File: src/rtl/draw_background_anim_if.sv
// Video timing and colour bus shared by the blocks of the drawing chain.
// Modport 'in' receives a stage's upstream signals and 'out' drives the
// downstream ones. master/slave are the same directions under generic names.
interface draw_background_anim_if;
  logic [10:0] hcount;
  logic [10:0] vcount;
  logic        hsync;
  logic        vsync;
  logic        hblnk;
  logic        vblnk;
  logic [11:0] rgb;

  modport in     (input  hcount, vcount, hsync, vsync, hblnk, vblnk, rgb);
  modport out    (output hcount, vcount, hsync, vsync, hblnk, vblnk, rgb);
  modport slave  (input  hcount, vcount, hsync, vsync, hblnk, vblnk, rgb);
  modport master (output hcount, vcount, hsync, vsync, hblnk, vblnk, rgb);
endinterface

File: src/rtl/draw_background_anim.sv
// Animated background stage for the drawing chain. It paints blanking black,
// a fence, a scrolling cloud, and sky or grass. The sky colour cycles
// DAY -> DUSK -> NIGHT -> DAWN. Animation state moves only on the
// rising edge of vblnk, so every visible frame uses one colour and one cloud
// position. Output is one clock behind the input.
module draw_background_anim #(
  parameter int          H_ACTIVE    = 1024,
  parameter int          HORIZON_Y   = 668,
  parameter int          FENCE_X0    = 497,
  parameter int          FENCE_X1    = 527,
  parameter int          FENCE_Y0    = 384,
  parameter int          FENCE_Y1    = 743,
  parameter logic [11:0] FENCE_RGB   = 12'h977,
  parameter logic [11:0] GRASS_RGB   = 12'h5c5,
  parameter logic [11:0] CLOUD_RGB   = 12'hfff,
  parameter logic [11:0] SKY_DAY     = 12'hadf,
  parameter logic [11:0] SKY_NIGHT   = 12'h114,
  parameter int          HOLD_FRAMES = 600,
  parameter int          STEP_FRAMES = 4,
  parameter int          CLOUD_Y0    = 100,
  parameter int          CLOUD_Y1    = 140,
  parameter int          CLOUD_W     = 64,
  parameter int          CLOUD_SPEED = 1
) (
  input  logic                    clk60MHz,
  input  logic                    rst,
  input  logic                    freeze,
  draw_background_anim_if.in      in,
  draw_background_anim_if.out     out,
  output logic [11:0]             sky_rgb,
  output logic [1:0]              phase
);

  localparam logic [1:0] DAY   = 2'd0;
  localparam logic [1:0] DUSK  = 2'd1;
  localparam logic [1:0] NIGHT = 2'd2;
  localparam logic [1:0] DAWN  = 2'd3;

  // The frame counter must hold the largest of HOLD_FRAMES-1 and STEP_FRAMES-1.
  localparam int CNT_MAX = (HOLD_FRAMES > STEP_FRAMES) ? HOLD_FRAMES : STEP_FRAMES;
  localparam int CNT_W   = (CNT_MAX > 1) ? $clog2(CNT_MAX) : 1;
  localparam logic [CNT_W-1:0] HOLD_LAST = CNT_W'(HOLD_FRAMES - 1);
  localparam logic [CNT_W-1:0] STEP_LAST = CNT_W'(STEP_FRAMES - 1);

  localparam logic [10:0] FX0 = 11'(FENCE_X0);
  localparam logic [10:0] FX1 = 11'(FENCE_X1);
  localparam logic [10:0] FY0 = 11'(FENCE_Y0);
  localparam logic [10:0] FY1 = 11'(FENCE_Y1);
  localparam logic [10:0] CY0 = 11'(CLOUD_Y0);
  localparam logic [10:0] CY1 = 11'(CLOUD_Y1);
  localparam logic [10:0] HOR = 11'(HORIZON_Y);

  // The cloud wrap arithmetic is done 12 bits wide so hcount + H_ACTIVE cannot overflow.
  localparam logic [11:0] H_ACT12   = 12'(H_ACTIVE);
  localparam logic [11:0] SPEED12   = 12'(CLOUD_SPEED);
  localparam logic [11:0] CLOUD_W12 = 12'(CLOUD_W);

  // Move each 4-bit channel of cur one unit toward tgt, saturating at tgt.
  function automatic logic [11:0] step_toward(input logic [11:0] cur, input logic [11:0] tgt);
    logic [11:0] res;
    res = cur;
    for (int i = 0; i < 3; i++) begin
      if (cur[4*i +: 4] < tgt[4*i +: 4]) begin
        res[4*i +: 4] = cur[4*i +: 4] + 4'd1;
      end else if (cur[4*i +: 4] > tgt[4*i +: 4]) begin
        res[4*i +: 4] = cur[4*i +: 4] - 4'd1;
      end else begin
        res[4*i +: 4] = cur[4*i +: 4];
      end
    end
    return res;
  endfunction

  logic             vblnk_d;
  logic [CNT_W-1:0] frame_cnt;
  logic [10:0]      cloud_x;

  logic             tick_s;
  logic [11:0]      sky_tgt_s;
  logic [11:0]      sky_step_s;
  logic [11:0]      cloud_sum_s;
  logic [11:0]      cloud_nxt_s;
  logic [11:0]      off_raw_s;
  logic [11:0]      off_one_s;
  logic [11:0]      off_s;
  logic             in_fence_s;
  logic             in_cloud_s;
  logic [11:0]      pix_s;

  // The upstream colour is replaced entirely by this first stage of the chain.
  logic unused_in_rgb;
  assign unused_in_rgb = ^in.rgb;

  // Frame tick: the first cycle of vblnk, unless animation is frozen.
  always_comb begin
    tick_s = in.vblnk & ~vblnk_d & ~freeze;
  end

  // Next sky colour: one step toward night in DUSK, toward day otherwise.
  always_comb begin
    if (phase == DUSK) begin
      sky_tgt_s = SKY_NIGHT;
    end else begin
      sky_tgt_s = SKY_DAY;
    end
    sky_step_s = step_toward(sky_rgb, sky_tgt_s);
  end

  // Next cloud position, wrapped into 0..H_ACTIVE-1.
  always_comb begin
    cloud_sum_s = {1'b0, cloud_x} + SPEED12;
    if (cloud_sum_s >= H_ACT12) begin
      cloud_nxt_s = cloud_sum_s - H_ACT12;
    end else begin
      cloud_nxt_s = cloud_sum_s;
    end
  end

  // Per-pixel colour choice, highest priority first.
  always_comb begin
    // (hcount - cloud_x) mod H_ACTIVE without negatives; two folds cover hcount < 2*H_ACTIVE.
    off_raw_s = {1'b0, in.hcount} + H_ACT12 - {1'b0, cloud_x};
    if (off_raw_s >= H_ACT12) begin
      off_one_s = off_raw_s - H_ACT12;
    end else begin
      off_one_s = off_raw_s;
    end
    if (off_one_s >= H_ACT12) begin
      off_s = off_one_s - H_ACT12;
    end else begin
      off_s = off_one_s;
    end

    in_fence_s = (in.hcount >= FX0) && (in.hcount <= FX1) &&
                 (in.vcount >= FY0) && (in.vcount <= FY1);
    in_cloud_s = (in.vcount >= CY0) && (in.vcount <= CY1) && (off_s < CLOUD_W12);

    if (in.vblnk || in.hblnk) begin
      pix_s = 12'h000;
    end else if (in_fence_s) begin
      pix_s = FENCE_RGB;
    end else if (in_cloud_s) begin
      pix_s = CLOUD_RGB;
    end else if (in.vcount <= HOR) begin
      pix_s = sky_rgb;
    end else begin
      pix_s = GRASS_RGB;
    end
  end

  // Output stage: delayed timing plus the colour chosen for the same pixel.
  always_ff @(posedge clk60MHz or negedge rst) begin
    if (!rst) begin
      out.hcount <= 11'd0;
      out.vcount <= 11'd0;
      out.hsync  <= 1'b0;
      out.vsync  <= 1'b0;
      out.hblnk  <= 1'b0;
      out.vblnk  <= 1'b0;
      out.rgb    <= 12'h000;
    end else begin
      out.hcount <= in.hcount;
      out.vcount <= in.vcount;
      out.hsync  <= in.hsync;
      out.vsync  <= in.vsync;
      out.hblnk  <= in.hblnk;
      out.vblnk  <= in.vblnk;
      out.rgb    <= pix_s;
    end
  end

  // Previous vblnk. This tracks even while frozen, so releasing freeze mid-vblank cannot cause a tick.
  always_ff @(posedge clk60MHz or negedge rst) begin
    if (!rst) begin
      vblnk_d <= 1'b0;
    end else begin
      vblnk_d <= in.vblnk;
    end
  end

  // Sky phase sequencer and cloud scroll. They advance only on frame ticks.
  always_ff @(posedge clk60MHz or negedge rst) begin
    if (!rst) begin
      phase     <= DAY;
      sky_rgb   <= SKY_DAY;
      frame_cnt <= {CNT_W{1'b0}};
      cloud_x   <= 11'd0;
    end else if (tick_s) begin
      cloud_x <= cloud_nxt_s[10:0];
      case (phase)
        DAY: begin
          if (frame_cnt == HOLD_LAST) begin
            frame_cnt <= {CNT_W{1'b0}};
            phase     <= DUSK;
          end else begin
            frame_cnt <= frame_cnt + CNT_W'(1);
          end
        end
        DUSK: begin
          if (frame_cnt == STEP_LAST) begin
            frame_cnt <= {CNT_W{1'b0}};
            sky_rgb   <= sky_step_s;
            if (sky_step_s == SKY_NIGHT) begin
              phase <= NIGHT;
            end
          end else begin
            frame_cnt <= frame_cnt + CNT_W'(1);
          end
        end
        NIGHT: begin
          if (frame_cnt == HOLD_LAST) begin
            frame_cnt <= {CNT_W{1'b0}};
            phase     <= DAWN;
          end else begin
            frame_cnt <= frame_cnt + CNT_W'(1);
          end
        end
        DAWN: begin
          if (frame_cnt == STEP_LAST) begin
            frame_cnt <= {CNT_W{1'b0}};
            sky_rgb   <= sky_step_s;
            if (sky_step_s == SKY_DAY) begin
              phase <= DAY;
            end
          end else begin
            frame_cnt <= frame_cnt + CNT_W'(1);
          end
        end
        default: begin
          phase     <= DAY;
          sky_rgb   <= SKY_DAY;
          frame_cnt <= {CNT_W{1'b0}};
        end
      endcase
    end
  end

endmodule

File: src/flat_wrapper.sv
// flat-port wrapper written by rule: the top's interface ports become plain ports
module draw_background_anim_flat 
#(
  parameter int          H_ACTIVE    = 1024,
  parameter int          HORIZON_Y   = 668,
  parameter int          FENCE_X0    = 497,
  parameter int          FENCE_X1    = 527,
  parameter int          FENCE_Y0    = 384,
  parameter int          FENCE_Y1    = 743,
  parameter logic [11:0] FENCE_RGB   = 12'h977,
  parameter logic [11:0] GRASS_RGB   = 12'h5c5,
  parameter logic [11:0] CLOUD_RGB   = 12'hfff,
  parameter logic [11:0] SKY_DAY     = 12'hadf,
  parameter logic [11:0] SKY_NIGHT   = 12'h114,
  parameter int          HOLD_FRAMES = 600,
  parameter int          STEP_FRAMES = 4,
  parameter int          CLOUD_Y0    = 100,
  parameter int          CLOUD_Y1    = 140,
  parameter int          CLOUD_W     = 64,
  parameter int          CLOUD_SPEED = 1
)
  (clk60MHz, rst, freeze, sky_rgb, phase, in_hcount, in_vcount, in_hsync, in_vsync, in_hblnk, in_vblnk, in_rgb, out_hcount, out_vcount, out_hsync, out_vsync, out_hblnk, out_vblnk, out_rgb);
  draw_background_anim_if in_i ();
  draw_background_anim_if out_i ();
  input  logic clk60MHz;
  input  logic rst;
  input  logic freeze;
  output logic [11:0] sky_rgb;
  output logic [1:0] phase;
  input wire logic [$bits(in_i.hcount)-1:0] in_hcount;
  input wire logic [$bits(in_i.vcount)-1:0] in_vcount;
  input wire logic [$bits(in_i.hsync)-1:0] in_hsync;
  input wire logic [$bits(in_i.vsync)-1:0] in_vsync;
  input wire logic [$bits(in_i.hblnk)-1:0] in_hblnk;
  input wire logic [$bits(in_i.vblnk)-1:0] in_vblnk;
  input wire logic [$bits(in_i.rgb)-1:0] in_rgb;
  output wire logic [$bits(out_i.hcount)-1:0] out_hcount;
  output wire logic [$bits(out_i.vcount)-1:0] out_vcount;
  output wire logic [$bits(out_i.hsync)-1:0] out_hsync;
  output wire logic [$bits(out_i.vsync)-1:0] out_vsync;
  output wire logic [$bits(out_i.hblnk)-1:0] out_hblnk;
  output wire logic [$bits(out_i.vblnk)-1:0] out_vblnk;
  output wire logic [$bits(out_i.rgb)-1:0] out_rgb;
  assign in_i.hcount = in_hcount;
  assign in_i.vcount = in_vcount;
  assign in_i.hsync = in_hsync;
  assign in_i.vsync = in_vsync;
  assign in_i.hblnk = in_hblnk;
  assign in_i.vblnk = in_vblnk;
  assign in_i.rgb = in_rgb;
  assign out_hcount = out_i.hcount;
  assign out_vcount = out_i.vcount;
  assign out_hsync = out_i.hsync;
  assign out_vsync = out_i.vsync;
  assign out_hblnk = out_i.hblnk;
  assign out_vblnk = out_i.vblnk;
  assign out_rgb = out_i.rgb;
  draw_background_anim #(.H_ACTIVE(H_ACTIVE), .HORIZON_Y(HORIZON_Y), .FENCE_X0(FENCE_X0), .FENCE_X1(FENCE_X1), .FENCE_Y0(FENCE_Y0), .FENCE_Y1(FENCE_Y1), .FENCE_RGB(FENCE_RGB), .GRASS_RGB(GRASS_RGB), .CLOUD_RGB(CLOUD_RGB), .SKY_DAY(SKY_DAY), .SKY_NIGHT(SKY_NIGHT), .HOLD_FRAMES(HOLD_FRAMES), .STEP_FRAMES(STEP_FRAMES), .CLOUD_Y0(CLOUD_Y0), .CLOUD_Y1(CLOUD_Y1), .CLOUD_W(CLOUD_W), .CLOUD_SPEED(CLOUD_SPEED)) u_core (.clk60MHz(clk60MHz), .rst(rst), .freeze(freeze), .in(in_i), .out(out_i), .sky_rgb(sky_rgb), .phase(phase));
endmodule
File: config.mk
export PLATFORM = sky130hd
export DESIGN_NAME = draw_background_anim_flat
export DESIGN_NICKNAME = d
export VERILOG_FILES = /design/src/rtl/draw_background_anim_if.sv /design/src/rtl/draw_background_anim.sv /design/src/flat_wrapper.sv
export SDC_FILE = /design/constraint.sdc
export NUM_CORES = 1
export LEC_CHECK = 0
export CORE_ASPECT_RATIO = 0.8
export CORE_MARGIN = 2
export CORE_UTILIZATION = 57
export CTS_BUF_LIST = sky130_fd_sc_hd__clkbuf_8
export CTS_CLUSTER_SIZE = 28
export DETAILED_ROUTE_END_ITERATION = 10
export PLACE_DENSITY = 0.95
export SETUP_SLACK_MARGIN = 0.4
export SLEW_MARGIN = 25
export SYNTH_ARGS = -nofsm -noshare
export SYNTH_HDL_FRONTEND = slang
export SYNTH_SLANG_ARGS = --single-unit
File: constraint.sdc
create_clock -name clk60MHz -period 6.35 [get_ports clk60MHz]
set_input_delay 1.27 -clock clk60MHz [delete_from_list [all_inputs] [get_ports clk60MHz]]
set_output_delay 1.27 -clock clk60MHz [all_outputs]
set_load 0.03 [all_outputs]
==> results.toml, run 1 <==
[sta]
skew_ns = 0.005754
setup_tns_ns = 0
rsz0062_at_grt = "no"
clock.fmax_ghz = 0.2039
slew_headroom_pct = 40.21
hold_viol = 0
setup_violations = 0
slew_viol_final = 0
tightestPinTransition_ns = 0.8968
period_minus_slack_ns = 4.903
fin_crit_sh_pct = 77.22

[die]
io_pins = 93
start_util_pct = 58.27
die_width_microns = 100.7
core_sq_um = 7322
fp-row-count = 28
fp.dieH_microns = 81.39
die_area_sq_um = 8198

[yosys]
syn_area_per_cell_sq_um = 9.899
ys_seq_area_share_pct = 43.08
async_flop_share_pct = 100.0
synthCells = 431
synth_area_sq_um = 4267
synth_nets = 517
synth_cell_type_count = 59
yosys_register_bits = 73
yosys_warnings = 0
synth.largest_area_cell = "dfrtp_1"
yosysTopAreaCellShare_pct = 37.54
synth_edf_count = 0
synth_area_leaders = "dfrtp_1 38%, ha_1 13%, dfstp_2 5.5%, xnor2_1 4.5%, a21oi_1 3.6%"
synth_ff_type = "dfrtp_1"

[power]
leakagePower_nw = 2.310
vdd_drop_max_v = 0.0001752
power.density_nw_per_um2 = 327.8

[cells_and_area]
fin_area_sq_um = 5389
diodes = 0
finalNetCount = 602
drive_gt1_share_pct = 7.869
area_growth_pct = 26.31

[setup_path]
critical_path.cell_chain = "clkdlybuf4s50_1 > ha_1 > ha_1 > inv_1 > fa_1 > nor2b_1 > o31a_1 > o31a_1 > o211ai_1 > or3b_2 > ha_1 > o21ai_0 > o22ai_1 > nand4b_1 > a21oi_1"
r2r.worst_path.cells = 15
cp_num_buf_inv = 2
worst_path_dominant_cell_family = "compound AO/OA/AOI/OAI gates"
cp_slowest_cell = "or3b_2"
cpPeakStageDelay_ns = 0.48
crit_top_cell = "ha_1"
r2r_slack_ns = 2.34
path_depth = 15
worst_ep_arrival_time_ns = 5.18
start_kind = "primary input"
path_max_fanout = 12
critPathRequiredTime_ns = 6.63
critical_path_class = "primary input to register"
endpoint_kind = "register"

[drt]
vias_per_cell = 5.935
drt_iter0_drc = 233
antenna_left = 0
drc = 0
post_drt_wl_per_cell_microns = 16.20
vias = 3626
routed_wirelength_microns = 9899
firstDrtPassIters = 5

[cts]
clk_latency_ns = 0.36
clockBufferDepth = 2
postCtsSetupBuffers = 0
cts_made_buffers = 9
clkSlewWorstSetupHoldPaths_ns = 0.08
numClockSinks = 73
holdBufCountCts = 0
cts_resized = 0
cts_tree = "done"
cts_max_level = 3
root_buffer = "clkbuf_8"

[grt]
grt_pass1_vias = 3538
grt_max_degree = 74
grt_antenna_before_repair = 0
grtUsageTotal_pct = 25.97
grt_first_pass_wirelength_microns = 16610
overflow = 0

[job]
maxCapViolCount = 0

[place]
numPortBuffers = 80
gp_congestion = 0.8702
placed_cell_area_sq_um = 5146
dpl.hpwl_microns = 7354

[worst_hold_path]
timing.hold.worst_path_depth = 1
min_path_type = "register to register"

[status]
status = "complete, no violations"
==> registers in the layout, summed over array words and instances (netlist names) <==
signal             cells
u_core.cloud_x        11
u_core.out.hsync       1
u_core.out.vcount     11
u_core.out.vblnk       1
u_core.sky_rgb        12
u_core.out.vsync       1
u_core.phase           2
u_core.frame_cnt      10
u_core.out.rgb        12
u_core.out.hcount     11
u_core.out.hblnk       1
==> per-layer routing <==
layer / share of wire, % / GRT usage, % / vias up
li1: - / - / 1739
met1: 43 / 31.27 / 1737
met2: 49 / 45.20 / 120
met3: 5.8 / 7.057 / 30
met4: 1.9 / 8.904 / 0
met5: 0 / 0 / -
==> stage by stage <==
stage          std cells  setup WS (ns)  utilization, %  hold WS [ns]  total power, mW
2_1_floorplan        431          2.172               -        0.4455            1.092
3_3_place_gp         595          1.319           70.28        0.4614            1.263
3_5_place_dp         595          1.172           70.28        0.4792            1.317
4_1_cts              611          1.511           73.60        0.4939            1.769
5_1_grt              611          1.178           73.60        0.5270            1.876
6_report             611          1.447           73.60        0.5052            1.767
==> Yosys cell counts, drive strengths merged, types with 2 or more instances <==
master	n
nor4	4
a21oi	32
o211a	2
nand2	31
and2	2
nand3b	5
xnor2	22
or2	5
mux2	2
nand3	13
o2111ai	2
nor4b	2
nand4b	5
a31oi	6
nor3	11
clkbuf	3
a211oi	2
o22ai	2
buf	4
inv	30
dfstp	9
nand4	10
o31ai	3
o311ai	2
o31a	4
ha	44
a21o	4
dfrtp	64
nor2b	4
or4	2
nor2	28
mux2i	7
o21ai	28
xor2	4
and3	9
nand2b	4
o211ai	3
o21a	3
==> final cells by class <==
class	instances	area, sq um
clock buffers	9	123.9
clock inverters	7	118.9
fillers	497	1933
inverters	30	112.6
multi-input cells	321	2280
flip-flops and latches	73	1838
well taps	90	112.6
repair buffers	81	803.3
==> cell families (layout without fill, tap and decap cells) <==
logic type	after synthesis	count (layout)	share of synthesized area, %
AO/OA/AOI/OAI	102	102	15.19
XOR/XNOR	26	26	5.337
multiplexers	9	9	2.258
AND/OR/NAND/NOR	139	139	17.27
adder cells (fa/ha/maj)	45	45	13.37
flip-flops	73	73	43.08
buffers and inverters	37	127	3.490
==> placed cells by master (no fill, tap or decap), types with 4 or more instances in the layout <==
master            n
inv_1            30
nand2b_1          4
nor3_1           11
o31a_1            4
xnor2_1          22
ha_1             44
a21oi_1          31
nor4_1            4
mux2i_1           7
xor2_1            4
nand4b_1          5
o21ai_0          26
clkdlybuf4s50_1  79
clkbuf_8          9
and3_1            9
a31oi_1           6
nand2_1          31
nor2_1           28
nand3_1          13
a21o_1            4
nand3b_1          5
dfrtp_1          64
nor2b_1           4
or2_2             4
nand4_1          10
dfstp_2           9
==> power by group <==
group	leakage, nW	internal [mW]	switching [mW]
registers	0.891	0.531	0.0790
logic	1.30	0.302	0.412
clock network	0.115	0.261	0.182
==> worst paths after layout <==
path | startpoint | end
setup / recovery | in_hcount[1] | u_core.out.rgb[11]
hold / removal | u_core.frame_cnt[9] | u_core.frame_cnt[9]
setup reg to reg | u_core.cloud_x[1] | u_core.out.rgb[11]
hold reg to reg | u_core.frame_cnt[9] | u_core.frame_cnt[9]
max in group asynchronous | rst | u_core.phase[1]
min in group asynchronous | rst | u_core.sky_rgb[5]
No activity file was read; power rests on OpenSTA's default activity.
==> run 2, diff against run 1 <==
CORE_UTILIZATION = 48   (was 57)
PLACE_DENSITY = 0.88   (was 0.95)
clock period = 4.34 ns   (was 6.35 ns; I/O delays follow)
==> results.toml, run 2 (synthesis gave the netlist of run 1 again) <==
[worst_hold_path]
min_path_type = "primary input to async pin"

[die]
fp-row-count = 30
io_pins = 93
fp.dieH_microns = 88.33
core_sq_um = 8558
die_width_microns = 109.4
start_util_pct = 49.85
die_area_sq_um = 9664

[status]
status = "complete, no violations"

[grt]
grt_first_pass_wirelength_microns = 17400
grtUsageTotal_pct = 23.02
grt_antenna_before_repair = 0
grt_pass1_vias = 3699
overflow = 0
grt_max_degree = 46

[setup_path]
path_max_fanout = 6
worst_path_dominant_cell_family = "compound AO/OA/AOI/OAI gates"
cpPeakStageDelay_ns = 0.50
worst_ep_arrival_time_ns = 4.19
cp_num_buf_inv = 2
critPathRequiredTime_ns = 4.63
critical_path.cell_chain = "clkdlybuf4s50_1 > ha_1 > ha_4 > a21o_1 > a21oi_2 > nand3b_1 > o211ai_1 > or3b_4 > ha_4 > o21ai_1 > o22ai_1 > nand4b_1 > buf_6 > a21oi_2"
start_kind = "primary input"
critical_path_class = "primary input to register"
endpoint_kind = "register"
cp_slowest_cell = "clkdlybuf4s50_1"

[sta]
fin_crit_sh_pct = 89.84
tightestPinTransition_ns = 0.9146
slew_viol_final = 0
fin_ws_ns = 0.4411
setup_violations = 0
period_minus_slack_ns = 3.899
skew_ns = 0.007807
slew_headroom_pct = 38.91
hold_viol = 0
clock.fmax_ghz = 0.2565
rsz0062_at_grt = "no"

[place]
gp_congestion = 0.9002
numPortBuffers = 80
dpl.hpwl_microns = 7577
post-place-ws_ns = -0.1092

[job]
maxCapViolCount = 0

[cts]
cts_max_level = 3
clockBufferDepth = 2
holdBufCountCts = 0
cts_tree = "done"
numClockSinks = 73
cts_made_buffers = 9
clk_latency_ns = 0.36
root_buffer = "clkbuf_8"
clkSlewWorstSetupHoldPaths_ns = 0.09

[drt]
vias = 3765
drc = 0
drt_iter0_drc = 238
vias_per_cell = 5.837
routed_wirelength_microns = 10860
post_drt_wl_per_cell_microns = 16.84
firstDrtPassIters = 4
antenna_left = 0

[cells_and_area]
post-route-util_pct = 65.99
area_growth_pct = 32.38
seq_area_sq_um = 1838
diodes = 0
drive_gt1_share_pct = 14.26
mostFrequentLayoutCells = "72 x clkdlybuf4s50_1, 64 x dfrtp_1, 35 x ha_1, 31 x nand2_1"
fillerInstances = 629
finalNetCount = 614
final_common_cell = "clkdlybuf4s50_1"
multi_input_area_sq_um = 2419
reg_top3 = "u_core.out.rgb: 12 flops, u_core.sky_rgb: 12 flops"

[power]
power.density_nw_per_um2 = 469.3
vdd_drop_max_v = 0.0003611
power.total_mw = 2.650
leakagePower_nw = 2.423
==> run 2: cell types whose count changed in the layout (fill, tap and decap cells not counted), sizes merged <==
cell | before | now
buf | 2 | 14
bufinv | 3 | 2
clkbuf | 9 | 10
clkdlybuf4s50 | 79 | 72
clkinv | 2 | 1
dlymetal6s2s | 0 | 6
inv | 30 | 32
==> run 2: path summary, 6_finish.rpt <==
| check | slack (ns) | cells past startpoint | startpoint | end |
|---|---|---|---|---|
| max | 0.44 | 14 | in_hcount[8] | u_core.out.rgb[4] |
| min | 0.51 | 1 | rst | u_core.out.vcount[9] |
| max reg2reg | 0.60 | 16 | u_core.cloud_x[1] | u_core.out.rgb[4] |
| min reg2reg | 0.51 | 1 | u_core.frame_cnt[9] | u_core.frame_cnt[9] |
| max in group asynchronous | 2.99 | 2 | rst | u_core.sky_rgb[3] |
| min in group clk60MHz | 0.51 | 1 | u_core.frame_cnt[9] | u_core.frame_cnt[9] |
==> run 2: timing repair <==
| action | in CTS | in global routing |
|---|---|---|
| gates cloned | 1 | 0 |
| pin swaps | 3 | 8 |
| buffers inserted | 2 | 2 |
| setup endpoints to repair | 12 | 12 |
| gates resized for setup | 5 | 35 |
==> run 2: per-layer routing <==
layer	global-route usage [%]	routed length, microns
met5	0	0
met4	7.250	187
met3	6.186	696
met2	39.00	5404
met1	28.93	4574
==> run 2: cell type report <==
cell class                      count  share of cell area [%]
Tap cell                          112                   2.481
Clock inverter                      7                   1.794
Clock buffer                        9                   2.193
Multi-Input combinational cell    321                   42.82
Inverter                           30                   1.994
Sequential cell                    73                   32.54
Timing Repair Buffer               93                   16.17
==> run 2: per-stage QoR <==
stage	hold WS [ns]	TNS (ns)	cell area, sq um	instances
global placement	0.4622	0	5226	624
CTS	0.5122	0	5479	643
finish	0.5077	0	5648	645
global route	0.5228	0	5648	645
detailed placement	0.4938	-0.9964	5226	624
floorplan	0.4455	0	4267	431
==> run 2: where the power goes <==
part	switching [mW]	total [mW]	internal (mW)	leakage, nW
Clock	0.285	0.614	0.328	0.106
Sequential	0.119	0.895	0.776	0.891
Combinational	0.636	1.14	0.505	1.43
